$ cat src/rtl/er_exec_monitor.sv
// ---------------------------------------------------------------------------
// er_exec_monitor
//
// Watches the CPU program counter around an executable region (ER) and
// produces a proof that the most recent run through the region was legal:
// entered only at ER_min, left only from ER_max, no interrupt taken and the
// exec flag from the memory-protection stage held the whole time. Any
// violation raises a sticky fault until the next legal entry or a software
// clear.
//
// Ports
//   clk        in   system clock, all state changes on the rising edge
//   reset      in   synchronous active-high reset
//   pc         in   [15:0] current CPU program counter
//   exec       in   1 = IVT untouched since ER entry
//   irq        in   CPU interrupt-taken indication
//   ER_min     in   [15:0] first instruction address of the ER
//   ER_max     in   [15:0] last instruction address of the ER
//   clr        in   single-cycle request to discard a completed proof
//   proof      out  registered, 1 while state is DONE
//   fault      out  registered, 1 while state is FAULT
//   state_o    out  [1:0] registered state (00 IDLE, 01 RUN, 10 DONE, 11 FAULT)
//   run_count  out  [7:0] registered saturating count of legal completions
// ---------------------------------------------------------------------------
module er_exec_monitor (
    input  logic        clk,
    input  logic        reset,
    input  logic [15:0] pc,
    input  logic        exec,
    input  logic        irq,
    input  logic [15:0] ER_min,
    input  logic [15:0] ER_max,
    input  logic        clr,
    output logic        proof,
    output logic        fault,
    output logic [1:0]  state_o,
    output logic [7:0]  run_count
);

    typedef enum logic [1:0] {
        S_IDLE  = 2'b00,
        S_RUN   = 2'b01,
        S_DONE  = 2'b10,
        S_FAULT = 2'b11
    } state_t;

    state_t      state_r;
    state_t      state_s;
    logic [15:0] prev_pc_r;
    logic        in_er_s;
    logic        at_min_s;
    logic        complete_s;

    // Region decode and next-state selection.
    always_comb begin
        in_er_s    = (pc >= ER_min) && (pc <= ER_max);
        at_min_s   = (pc == ER_min);
        state_s    = state_r;
        complete_s = 1'b0;
        case (state_r)
            S_IDLE: begin
                // Entry at ER_min is only legal with exec set; any other
                // landing inside the region is a mid-region entry.
                if (at_min_s && exec) begin
                    state_s = S_RUN;
                end else if (in_er_s) begin
                    state_s = S_FAULT;
                end else begin
                    state_s = S_IDLE;
                end
            end
            S_RUN: begin
                if (!exec) begin
                    state_s = S_FAULT;
                end else if (irq) begin
                    state_s = S_FAULT;
                end else if (!in_er_s) begin
                    // The only legal exit is from the last instruction.
                    if (prev_pc_r == ER_max) begin
                        state_s    = S_DONE;
                        complete_s = 1'b1;
                    end else begin
                        state_s = S_FAULT;
                    end
                end else begin
                    state_s = S_RUN;
                end
            end
            S_DONE: begin
                // Re-entry wins over clr so back-to-back runs are not lost.
                if (!exec) begin
                    state_s = S_IDLE;
                end else if (at_min_s) begin
                    state_s = S_RUN;
                end else if (clr) begin
                    state_s = S_IDLE;
                end else if (in_er_s) begin
                    state_s = S_FAULT;
                end else begin
                    state_s = S_DONE;
                end
            end
            S_FAULT: begin
                if (at_min_s && exec) begin
                    state_s = S_RUN;
                end else if (clr && !in_er_s) begin
                    state_s = S_IDLE;
                end else begin
                    state_s = S_FAULT;
                end
            end
            default: begin
                state_s = S_IDLE;
            end
        endcase
    end

    // State, previous pc, status flags and completion counter.
    always_ff @(posedge clk) begin
        if (reset) begin
            state_r   <= S_IDLE;
            prev_pc_r <= 16'h0000;
            proof     <= 1'b0;
            fault     <= 1'b0;
            run_count <= 8'h00;
        end else begin
            state_r   <= state_s;
            prev_pc_r <= pc;
            // Flags follow the next state, so a RUN entry clears both.
            proof     <= (state_s == S_DONE);
            fault     <= (state_s == S_FAULT);
            if (complete_s && (run_count != 8'hFF)) begin
                run_count <= run_count + 8'd1;
            end else begin
                run_count <= run_count;
            end
        end
    end

    assign state_o = state_r;

endmodule

$ cat config.mk
export PLATFORM = sky130hd
export DESIGN_NAME = er_exec_monitor
export DESIGN_NICKNAME = d
export VERILOG_FILES = /design/src/rtl/er_exec_monitor.sv
export SDC_FILE = /design/constraint.sdc
export NUM_CORES = 1
export LEC_CHECK = 0
export BUFFER_PORTS_ARGS = -buffer_cell sky130_fd_sc_hd__buf_2
export CORE_MARGIN = 3
export CORE_UTILIZATION = 40
export CTS_BUF_LIST = sky130_fd_sc_hd__clkbuf_16
export CTS_CLUSTER_DIAMETER = 30
export DETAILED_ROUTE_END_ITERATION = 12
export GPL_TIMING_DRIVEN = 1
export PLACE_DENSITY = 0.61
export SETUP_SLACK_MARGIN = 0.3
export SKIP_LAST_GASP = 1
export SYNTH_ARGS = -nofsm -noshare
export SYNTH_HDL_FRONTEND = slang
export SYNTH_SLANG_ARGS = --single-unit
$ cat constraint.sdc
create_clock -name clk -period 2.9 [get_ports clk]
set_input_delay 0.29 -clock clk [delete_from_list [all_inputs] [get_ports clk]]
set_output_delay 0.29 -clock clk [all_outputs]
set_load 0.02 [all_outputs]
==> flow_summary.json <==
{
  "ys_types": 42,
  "grt-ovfl-total": 0,
  "powerDensity_nw_per_um2": 419,
  "grtUsageMet1": 0.212,
  "r2r_slack_ns": 0.47,
  "cts.sinks": 28,
  "cts_setup_buffers": 0,
  "path_clk_slew_ns": 0.07,
  "setup_ws_ns": 0.468,
  "cts_root_buf": "clkbuf_16",
  "n_antenna_cell": 0,
  "vias": 1849,
  "via_per_inst": 4.93,
  "drtIter0Drc": 40,
  "drc": 0,
  "rr_worst_depth": 7,
  "finalClockSkew_ns": 0.00590,
  "cp_common_cell": "or4_1",
  "grt_first_pass_wirelength_mm": 7.81,
  "synth-main-ff-cell": "dfxtp_1",
  "fp.dieW_um": 77.1,
  "die_h_um": 77.1,
  "clk_latency_ns": 0.26,
  "path_class": "flip-flop to flip-flop",
  "synth_top_area_share": 0.277,
  "p_sw_frac": 0.258,
  "netlist_instances": 243,
  "maxSlewViolCount": 0,
  "routed_wl_mm": 4.62,
  "grt_pass1_vias": 1760,
  "fin_crit_ns": 2.43,
  "place_area_um2": 2410,
  "dr.pass1.iters": 4,
  "grtUsageMet3": 0.0317,
  "syn_area_um2": 2020,
  "cts_max_level": 1,
  "ir_worst_vdd_v": 0.000252,
  "hold_path_end": "prev_pc_r[2]$_SDFF_PP0_",
  "post-dp-hpwl_mm": 3.87,
  "tritoncts": "yes",
  "synth-edff-count": 0,
  "track_usage": 0.158,
  "ys_warn_count": 0,
  "fin_crit_sh": 0.839,
  "fmax_mhz": 411,
  "r2r_end": "run_count[7]$_SDFFE_PP0P_",
  "coreArea_um2": 4820,
  "cp.arrival_ns": 2.63,
  "grt_max_degree": 29,
  "maxSlewHeadroom": 0.584,
  "synth_nets": 329,
  "p_sw_mw": 0.272,
  "ios": 65,
  "finalWeightedCongestion": 0.859,
  "dp_slack_ns": 0.165,
  "critPathMaxStageDelay_ns": 0.54,
  "whs_path_depth": 2,
  "post_cts_resized": 0,
  "numCtsBuffers": 3,
  "fin_nets": 395,
  "wire_per_inst_um": 12.3,
  "synth_top_cells_by_count": "ha_1, inv_1, dfxtp_1, a21oi_1, nor2b_1",
  "final_cell_area_um2": 2520,
  "worstPathCellList": "nand2_2, nor4_2, nand4_1, or4_1, o22a_2, or4_1, a21oi_1",
  "cts.hold.buffers_added": 0,
  "syn_avg_cell_area_um2": 8.33,
  "port_buffers": 64,
  "final-setup-viol-count": 0,
  "async_flop_share": 0,
  "ys_ff_latch": 28,
  "die_area_um2": 5950,
  "internal-power_mw": 0.783,
  "hold_viol_final": 0,
  "syn_to_final_growth_pct": 24.6,
  "worst-path-max-fanout": 11,
  "ant_nets": 0,
  "status": "finished clean",
  "fill_cells": 476,
  "maxCapViolations": 0,
  "rsz0062_at_grt": "false",
  "synth_area_leaders": "dfxtp_1, ha_1, xor2_1",
  "cp-end-kind": "flip-flop",
  "initial_core_util": 0.420,
  "required_ns": 3.10,
  "yosysSeqAreaShare": 0.277,
  "worstMarginPinSlew_ns": 0.618,
  "p_comb_frac": 0.213,
  "p_leak_nw": 1.28,
  "drive_gt1_frac": 0.247,
  "hold_path.class": "primary input to flip-flop",
  "crit_slowest_cell": "or4_1",
  "grtUsageMet2": 0.263,
  "synth_top_cell_by_area": "dfxtp_1",
  "power_frac_seq": 0.396,
  "rows": 25,
  "grt_antenna_before_repair": 0,
  "r2r_start": "state_o[0]$_SDFF_PP0_",
  "clock_tree.buffer_depth": 2,
  "clockPowerShare": 0.391,
  "global_route.peak_usage_layer": "met2",
  "cp-start-kind": "flip-flop",
  "worstHoldStart": "pc[2]",
  "fin_tns_setup_ns": 0,
  "hold_ws_ns": 0.278,
  "final_util": 0.523
}
[power by group through the flow]
stage / logic (mW) / clock network [mW] / registers, mW
final: 0.225 / 0.413 / 0.417
after CTS: 0.228 / 0.415 / 0.417
after floorplan: 0.128 / 0 / 0.433
after global routing: 0.261 / 0.429 / 0.419
after detailed placement: 0.226 / 0 / 0.426
after global placement: 0.224 / 0 / 0.425
[per-stage QoR]
| step | total power, mW | instances |
|---|---|---|
| finish | 1.05 | 375 |
| global route | 1.11 | 375 |
| CTS | 1.06 | 375 |
| detailed placement | 0.652 | 371 |
| global placement | 0.649 | 371 |
| floorplan | 0.562 | 243 |
[critical path, delay by kind of cell, from the launching register on]
kind / cells / cell delay [ns]
compound gates: 2 / 0.45
flops: 1 / 0.41
simple gates: 5 / 1.50
[layer usage]
layer  routed length (um)  vias up  share of wire
met4                   28        0         0.0061
met2                 2060       56           0.45
met5                    0        -              0
met3                  289        2          0.063
li1                     -      977              -
met1                 2240      814           0.49
[cells in the final DEF, fill, tap and decap left out, drive strengths merged, types with 2 or more instances in the layout]
master  Yosys  final
buf         2     65
inv        33     33
ha         33     33
dfxtp      28     28
nor2b      20     20
a21oi      20     20
xor2       15     15
nand2      15     15
nor2       10     10
o21ai       8      8
nand3       7      7
nand4       6      6
nor4        4      4
a211oi      3      3
or4         3      3
or3         3      3
clkbuf      2      3
and4        2      2
o211ai      2      2
nand2b      2      2
nor3        2      2
and3        2      2
xnor2       2      2
or2         2      2
mux2i       2      2
o31ai       2      2
[worst max-delay path by stage]
stage / start / to / slack, ns / depth (start not counted)
floorplan: ER_min[2] / run_count[5]$_SDFFE_PP0P_ / 0.51 / 10
global placement: pc[2] / run_count[5]$_SDFFE_PP0P_ / 0.26 / 9
detailed placement: pc[2] / run_count[7]$_SDFFE_PP0P_ / 0.16 / 9
CTS: state_o[0]$_SDFF_PP0_ / run_count[7]$_SDFFE_PP0P_ / 0.35 / 7
global route: state_o[0]$_SDFF_PP0_ / run_count[5]$_SDFFE_PP0P_ / 0.31 / 7
finish: state_o[0]$_SDFF_PP0_ / run_count[7]$_SDFFE_PP0P_ / 0.47 / 7
[logic make-up (layout without fill, tap and decap cells)]
logic type / count (synthesis) / count (layout) / share of synthesized area
buf+inv: 37 / 102 / 0.0724
simple gates: 81 / 81 / 0.224
xor+xnor: 17 / 17 / 0.0736
compound gates: 44 / 44 / 0.133
flops: 28 / 28 / 0.277
fa+ha+maj: 33 / 33 / 0.204
mux: 3 / 3 / 0.0155
[state kept, by name, indices dropped and copies added (netlist names)]
register   count
state_o        2
run_count      8
proof          1
fault          1
prev_pc_r     16
[layout make-up]
| cell class | instances | area, um^2 | share of cell area |
|---|---|---|---|
| Clock buffer | 3 | 75.1 | 0.0298 |
| Clock inverter | 1 | 30.0 | 0.0119 |
| Inverter | 33 | 124 | 0.0492 |
| Multi-Input combinational cell | 178 | 1320 | 0.523 |
| Sequential cell | 28 | 562 | 0.223 |
| Tap cell | 67 | 83.8 | 0.0333 |
| Timing Repair Buffer | 65 | 328 | 0.130 |
(Power assumes the default switching activity.)
